File: src/rtl/lr_score_fsm.sv
// lr_score_fsm: left/right score game controller producing the 3-bit sev_seg2 display code.
// Latency: 2 cycles from the button sampling edge to data/winner/playing; outputs decode registers only.
// Backpressure: none; button edges are dropped during the WIN hold. LR_SCORE_BLINK_EN blinks the WIN code.
module lr_score_fsm #(
    parameter int BLINK_DIV = 25_000_000,
    parameter int WIN_HOLD  = 50_000_000
) (
    input  logic       clk,
    input  logic       reset,
    input  logic       btn_l,
    input  logic       btn_r,
    output logic [2:0] data,
    output logic [1:0] winner,
    output logic       playing
);
    localparam logic [1:0] ST_IDLE = 2'd0;
    localparam logic [1:0] ST_PLAY = 2'd1;
    localparam logic [1:0] ST_WIN  = 2'd2;

    localparam int              HW       = $clog2(WIN_HOLD + 1);
    localparam logic [HW-1:0]   HOLD_MAX = HW'(WIN_HOLD);
    localparam logic signed [2:0] POS_MIN = -3'sd3;
    localparam logic signed [2:0] POS_MAX = 3'sd3;

    if (BLINK_DIV < 2 || WIN_HOLD < 1) begin : g_param_check
        $error("lr_score_fsm: BLINK_DIV must be >= 2 and WIN_HOLD >= 1");
    end

    logic              s1_l_q, s2_l_q, p_l_q, s1_r_q, s2_r_q, p_r_q;
    logic              s1_l_d, s2_l_d, p_l_d, s1_r_d, s2_r_d, p_r_d;
    logic [1:0]        state_q, state_d;
    logic signed [2:0] pos_q, pos_d, pos_nxt;
    logic [1:0]        winner_q, winner_d;
    logic [HW-1:0]     hold_q, hold_d;
    logic              edge_l, edge_r;
    logic [2:0]        code;
    logic              blank;

    assign edge_l = s2_l_q & ~p_l_q;
    assign edge_r = s2_r_q & ~p_r_q;

    always_comb begin
        s1_l_d   = btn_l;
        s2_l_d   = s1_l_q;
        p_l_d    = s2_l_q;
        s1_r_d   = btn_r;
        s2_r_d   = s1_r_q;
        p_r_d    = s2_r_q;
        state_d  = state_q;
        pos_d    = pos_q;
        pos_nxt  = pos_q;
        winner_d = winner_q;
        hold_d   = hold_q;
        case (state_q)
            ST_IDLE: begin
                if (edge_l || edge_r) begin
                    state_d = ST_PLAY;
                    pos_d   = '0;
                end
            end
            ST_PLAY: begin
                if (edge_l && !edge_r) begin
                    pos_nxt = pos_q - 3'sd1;
                end else if (edge_r && !edge_l) begin
                    pos_nxt = pos_q + 3'sd1;
                end
                pos_d  = pos_nxt;
                hold_d = '0;
                // WIN entry shares the edge that writes the final marker position
                if (pos_nxt == POS_MIN) begin
                    state_d  = ST_WIN;
                    winner_d = 2'b01;
                end else if (pos_nxt == POS_MAX) begin
                    state_d  = ST_WIN;
                    winner_d = 2'b10;
                end
            end
            ST_WIN: begin
                if (hold_q < HOLD_MAX) begin
                    hold_d = hold_q + 1'b1;
                end else if (edge_l || edge_r) begin
                    state_d  = ST_IDLE;
                    pos_d    = '0;
                    winner_d = 2'b00;
                    hold_d   = '0;
                end
            end
            default: begin
                state_d  = ST_IDLE;
                pos_d    = '0;
                winner_d = 2'b00;
                hold_d   = '0;
            end
        endcase
    end

    always_ff @(posedge clk) begin
        if (reset) begin
            s1_l_q   <= 1'b0;
            s2_l_q   <= 1'b0;
            p_l_q    <= 1'b0;
            s1_r_q   <= 1'b0;
            s2_r_q   <= 1'b0;
            p_r_q    <= 1'b0;
            state_q  <= ST_IDLE;
            pos_q    <= '0;
            winner_q <= 2'b00;
            hold_q   <= '0;
        end else begin
            s1_l_q   <= s1_l_d;
            s2_l_q   <= s2_l_d;
            p_l_q    <= p_l_d;
            s1_r_q   <= s1_r_d;
            s2_r_q   <= s2_r_d;
            p_r_q    <= p_r_d;
            state_q  <= state_d;
            pos_q    <= pos_d;
            winner_q <= winner_d;
            hold_q   <= hold_d;
        end
    end

`ifdef LR_SCORE_BLINK_EN
    localparam int            BW         = $clog2(BLINK_DIV + 1);
    localparam logic [BW-1:0] BLINK_LAST = BW'(BLINK_DIV - 1);

    logic [BW-1:0] blink_cnt_q, blink_cnt_d;
    logic          phase_q, phase_d;

    // Counter and phase only run while staying in WIN, so entry and exit both see them cleared
    always_comb begin
        blink_cnt_d = '0;
        phase_d     = 1'b0;
        if (state_q == ST_WIN && state_d == ST_WIN) begin
            if (blink_cnt_q == BLINK_LAST) begin
                blink_cnt_d = '0;
                phase_d     = ~phase_q;
            end else begin
                blink_cnt_d = blink_cnt_q + 1'b1;
                phase_d     = phase_q;
            end
        end
    end

    always_ff @(posedge clk) begin
        if (reset) begin
            blink_cnt_q <= '0;
            phase_q     <= 1'b0;
        end else begin
            blink_cnt_q <= blink_cnt_d;
            phase_q     <= phase_d;
        end
    end

    assign blank = (state_q == ST_IDLE) || (state_q == ST_WIN && phase_q);
`else
    assign blank = (state_q == ST_IDLE);
`endif

    always_comb begin
        case (pos_q)
            3'b101:  code = 3'b011;
            3'b110:  code = 3'b010;
            3'b111:  code = 3'b001;
            3'b001:  code = 3'b100;
            3'b010:  code = 3'b101;
            3'b011:  code = 3'b110;
            default: code = 3'b000;
        endcase
    end

    assign data    = blank ? 3'b111 : code;
    assign winner  = winner_q;
    assign playing = (state_q == ST_PLAY);

endmodule

File: config.mk
export PLATFORM = sky130hd
export DESIGN_NAME = lr_score_fsm
export DESIGN_NICKNAME = d
export VERILOG_FILES = /design/src/rtl/lr_score_fsm.sv
export SDC_FILE = /design/constraint.sdc
export NUM_CORES = 1
export LEC_CHECK = 0
export ABC_CLOCK_PERIOD_IN_PS = 5700
export CORE_MARGIN = 3
export CORE_UTILIZATION = 50
export DETAILED_ROUTE_END_ITERATION = 12
export MAX_ROUTING_LAYER = met4
export PLACE_DENSITY = 0.72
export SYNTH_ARGS = -nofsm -noshare
export SYNTH_HDL_FRONTEND = slang
export SYNTH_SLANG_ARGS = --single-unit
export TNS_END_PERCENT = 100
File: constraint.sdc
create_clock -name clk -period 5.7 [get_ports clk]
set_input_delay 1.14 -clock clk [delete_from_list [all_inputs] [get_ports clk]]
set_output_delay 1.14 -clock clk [all_outputs]
set_load 0.03 [all_outputs]
---- Yosys cells after proc, flatten, opt, wreduce, memory -nomap -nowiden ----
Index checks and enable logic that the tools add are counted.
storage, ports and cells
  flip-flop bits (word level) ............. 39
  input port bits ......................... 4
  output and inout port bits .............. 6
  logic and storage cells ................. 62
cells by class
  add/sub/neg operators ................... 3
  magnitude comparators ................... 1
  equality and inequality tests ........... 15
  mux-type cells .......................... 19
  bitwise operators ....................... 5
  reduce and logical (&&, ||, !) cells .... 9
operators by type and width
  operator                 number
  $mux W26                 2
  $pmux W26 S2             1
  $add A26 B1 Y26 const B  1
  $lt A26 B26 Y1 const B   1
  $mux W3                  6
  $pmux W3 S6              1
  $eq A3 B3 Y1 const B     5
  $mux W2                  6
  $pmux W2 S3              2
  $pmux W3 S3              1
  $reduce_and A4 Y1        2
  $eq A3 B2 Y1 const B     2
  $ne A2 B2 Y1 const B     2
  $add A3 B2 Y3 const B    1
  $eq A3 B1 Y1 const B     1
  $ne A3 B1 Y1 const B     1
  $ne A3 B3 Y1 const B     1
  $not A1 Y1               3
  $sub A3 B2 Y3 const B    1
  $and A1 B1 Y1            2
  $eq A2 B1 Y1 const B     1
  $eq A2 B2 Y1 const B     1
  $logic_and A1 B1 Y1      2
  $logic_not A1 Y1         2
  4 further kinds          4

---- Logic depth before layout (Yosys ltp) ----
  word-level depth ........................ 11
  depth in mapped cells ................... 8
  mapped depth without buffers ............ 8

---- Least setup slack after synthesis ----
OpenSTA, ideal clock, no wires.
  path kind ............................... reg2out
  from .................................... register pos_q[0]
  to ...................................... output port data[2]
  data arrival time ....................... 1442 ps
  required time ........................... 4560 ps
  setup slack ............................. 3118 ps
  stages on the path, launching flop included .. 7
  buffers on the path ..................... 0
  cell sequence ........................... dfxtp_1 -> inv_1 -> ha_1 -> nor2_1 -> nor2_1 -> nor2_1 -> o21ai_0
on the way
  longest elaborated chain between the ends .. 3
  elaborated cells between the ends (all ways) .. 8
  classes of those cells .................. eq/ne: 6; mux: 2
ends and longest elaborated chain
  item                                  RTL line  RTL
  start: declaration                    32        logic signed [2:0] pos_q, pos_d, pos_nxt;
  start signal: assignment              117       pos_q <= pos_d;
  $eq A3 B2 Y1 (tied with other cells)  161       case (pos_q)
  $pmux W3 S6 (*)                       161
  $mux W3 (*)                           172       assign data = blank ? 3'b111 : code;
  end: declaration                      12        output logic [2:0] data,
Every way passes the cells marked *; elsewhere a longest branch is shown, timed or not.

---- Final worst setup path ----
  from .................................... register pos_q[1]
  to ...................................... output port data[0]
The elaborated chain is that of the path after synthesis.

==> flow_summary.yaml <==
route:
  drt.antenna.violating_nets: 0
  post_drt_via_cell_ratio: 5.64
  totalWireLength_mm: 3.96
  drtIter0Drc: 74
  dr_total_vias: 1669
  avgRoutedWirePerCell_um: 13.4
  iteration_count_of_the_initial_detailed_routing_pass: 4
  detailed_route_drc_error_count: 0
global_route:
  grt_usage_pct: 17.3
  global_route_overflow: 0
  first_global_vias: 1494
  grt_antenna_before_repair: 0
  pin_count_of_the_biggest_net_entering_global_routing: 27
  grt_pass1_wl_mm: 6.85
sta:
  setup-violations-final: 0
  max_slew_margin_pct: 30.3
  fmax_mhz: 309
  timing.final.crit_share_pct: 56.9
  worst_clock_skew_ps: 6.53
  tightest_slew_ps: 1050
  hold-worst-slack_ps: 440
  setup_repair_after_global_routing_missed_its_margin: "no"
  timing.setup.tns_ps: 0
  final.min_clock_period_ps: 3240
  timing.final.max_slew_violations: 0
  hold_viol: 0
synth:
  synth.most_common_cell: "dfxtp_1"
  synth_area_leaders: "dfxtp_1 37%, xnor2_1 5.8%, nor2_1 4.8%"
  ys_async_sr_fraction_pct: 0
  main_flop_type_after_synthesis: "dfxtp_1"
  synth.yosys.warnings: 0
  netlist_instances: 239
  yosys.area.top_type: "dfxtp_1"
  synth_cell_type_count: 47
  post-synth-top-area-fraction_pct: 36.6
  ys_seq_area_share_pct: 36.6
  average_size_of_a_mapped_cell_um2: 8.92
  synth.cell_area_mm2: 0.00213
  synth.cells.most_frequent: "39 x dfxtp_1, 27 x nor2_1, 16 x nand2_1"
  number_of_flops_mapped_to_enable_cells_by_yosys: 0
  synthesis.nets: 250
  synth_seq_cells: 39
clock_network:
  tritoncts: "yes"
  cts.clk_slew.worst_paths_ps: 80
  post_cts.repair.setup_buffers: 0
  cts_num_sinks: 39
  cts-buffers-inserted: 5
  clock_insertion_delay_worst_skew_ps: 290
  ctsHtreeMaxLevel: 2
  postCtsHoldBufs: 0
  clockBufferDepth: 2
  cts_repair_resize_count: 0
  clockRootBuffer: "clkbuf_8"
finish:
  multiInputGateArea_mm2: 0.00127
  ff_latch_area_um2: 781
  area_overhead_of_the_layout_relative_to_synthesis_pct: 10.2
  antenna_cells: 0
  design.final.nets: 256
  final_layout_size_suffix_gt1_share_pct: 9.35
  fillerInstances: 344
die:
  die_area_mm2: 0.00508
  coreArea_mm2: 0.00406
  rows: 23
  io-pin-count: 10
  fp.dieH_um: 71.3
  die_width_um: 71.3
  initial_utilization_pct: 52.5
power_and_ir_drop:
  power_density_mw_per_mm2: 248
  max-vdd-ir-drop_mv: 0.154
  p_leak_nw: 0.736
status:
  outcome: "complete, no violations"
placed_design:
  hpwlAfterDp_mm: 2.81
  place_congestion: 0.839
  port_buffers: 9
setup_path:
  worst_ep_arrival_time_ps: 2100
  path_max_fanout: 6
  type_of_destination_of_the_critical_path: "output pin"
  worst-endpoint-required_ps: 4560
  start_kind: "flip-flop"
  criticalPathCategory: "reg2out"
min_path:
  hold_path_class: "reg2reg"
flow_run:
  max_cap_viol_count: 0
==> power breakdown <==
part | switching [mW] | internal, mW
logic | 0.0393 | 0.0231
registers | 0.00436 | 0.277
clock network | 0.0971 | 0.142
total | 0.141 | 0.442
==> cell families after synthesis <==
logic type	synth area share [%]
DFF	36.6
muxes	0.470
buffers and inverters	3.76
adders and majority gates	4.11
AOI/OAI and AO/OA	22.8
and+or+nand+nor	24.5
xor gates and xnor gates	7.81
==> final timing paths <==
| check | startpoint | to | slack (ps) | cells after the start |
|---|---|---|---|---|
| max | pos_q[1] | data[0] | 2460 | 6 |
| min | s1_r_q | p_r_d | 440 | 1 |
| max reg2reg | hold_q[17] | hold_q[11] | 2620 | 6 |
| min reg2reg | s1_r_q | p_r_d | 440 | 1 |
==> per-layer routing <==
metal | up-vias | share of wire, % | track usage, %
met5 | - | 0 | -
met2 | 24 | 41 | 24.9
met1 | 767 | 55 | 24.0
met4 | 0 | 1.4 | 6.26
met3 | 5 | 2.7 | 3.37
li1 | 873 | - | -
==> registers in the layout, indices dropped and copies added (netlist names) <==
name and cells:
hold_q 26, p_l_d 1, p_l_q 1, p_r_d 1, p_r_q 1, pos_q 3, s1_l_q 1, s1_r_q 1
state_q 2, winner 2
==> area by class of cell <==
class,instances,area share (%)
Multi-Input combinational cell,184,54.1
Sequential cell,39,33.2
Timing Repair Buffer,10,4.16
Clock buffer,6,3.52
Tap cell,50,2.66
Clock inverter,2,1.49
Inverter,5,0.799
==> worst max-delay path, cell delays in order (launching register included) <==
cell and delay (ps):
dfxtp_1 420, inv_1 110, ha_1 200, or3_1 330
o21ai_0 70, o21ai_0 90, clkdlybuf4s50_1 600
==> layout by cell type (no fill, tap or decap), drive strengths merged, types with 3 or more instances in the layout <==
| cell | synthesis | routed |
|---|---|---|
| nor2b | 10 | 10 |
| ha | 7 | 7 |
| nand2b | 5 | 5 |
| o21ai | 12 | 12 |
| clkdlybuf4s50 | 0 | 9 |
| inv | 5 | 5 |
| or2 | 3 | 3 |
| clkbuf | 5 | 6 |
| a211oi | 8 | 8 |
| nand3 | 11 | 11 |
| nor4b | 3 | 3 |
| nand3b | 3 | 3 |
| nand4 | 3 | 3 |
| a2111oi | 3 | 3 |
| and4 | 3 | 3 |
| xor2 | 5 | 5 |
| dfxtp | 39 | 39 |
| a21oi | 12 | 12 |
| or3 | 7 | 7 |
| nor2 | 27 | 27 |
| o211ai | 6 | 6 |
| xnor2 | 14 | 14 |
| nand2 | 16 | 16 |
==> per-stage QoR <==
stage	power (mW)	instances	util (%)	instance area, µm²	worst slack (ps)
final	0.583	296	57.9	2350	2460
after global routing	0.605	296	57.9	2350	2370
after CTS	0.588	296	57.9	2350	2450
after detailed placement	0.350	288	55.0	2230	2410
after global placement	0.349	288	55.0	2230	2440
after floorplan	0.333	239	-	2130	3120
(Power assumes the default switching activity.)
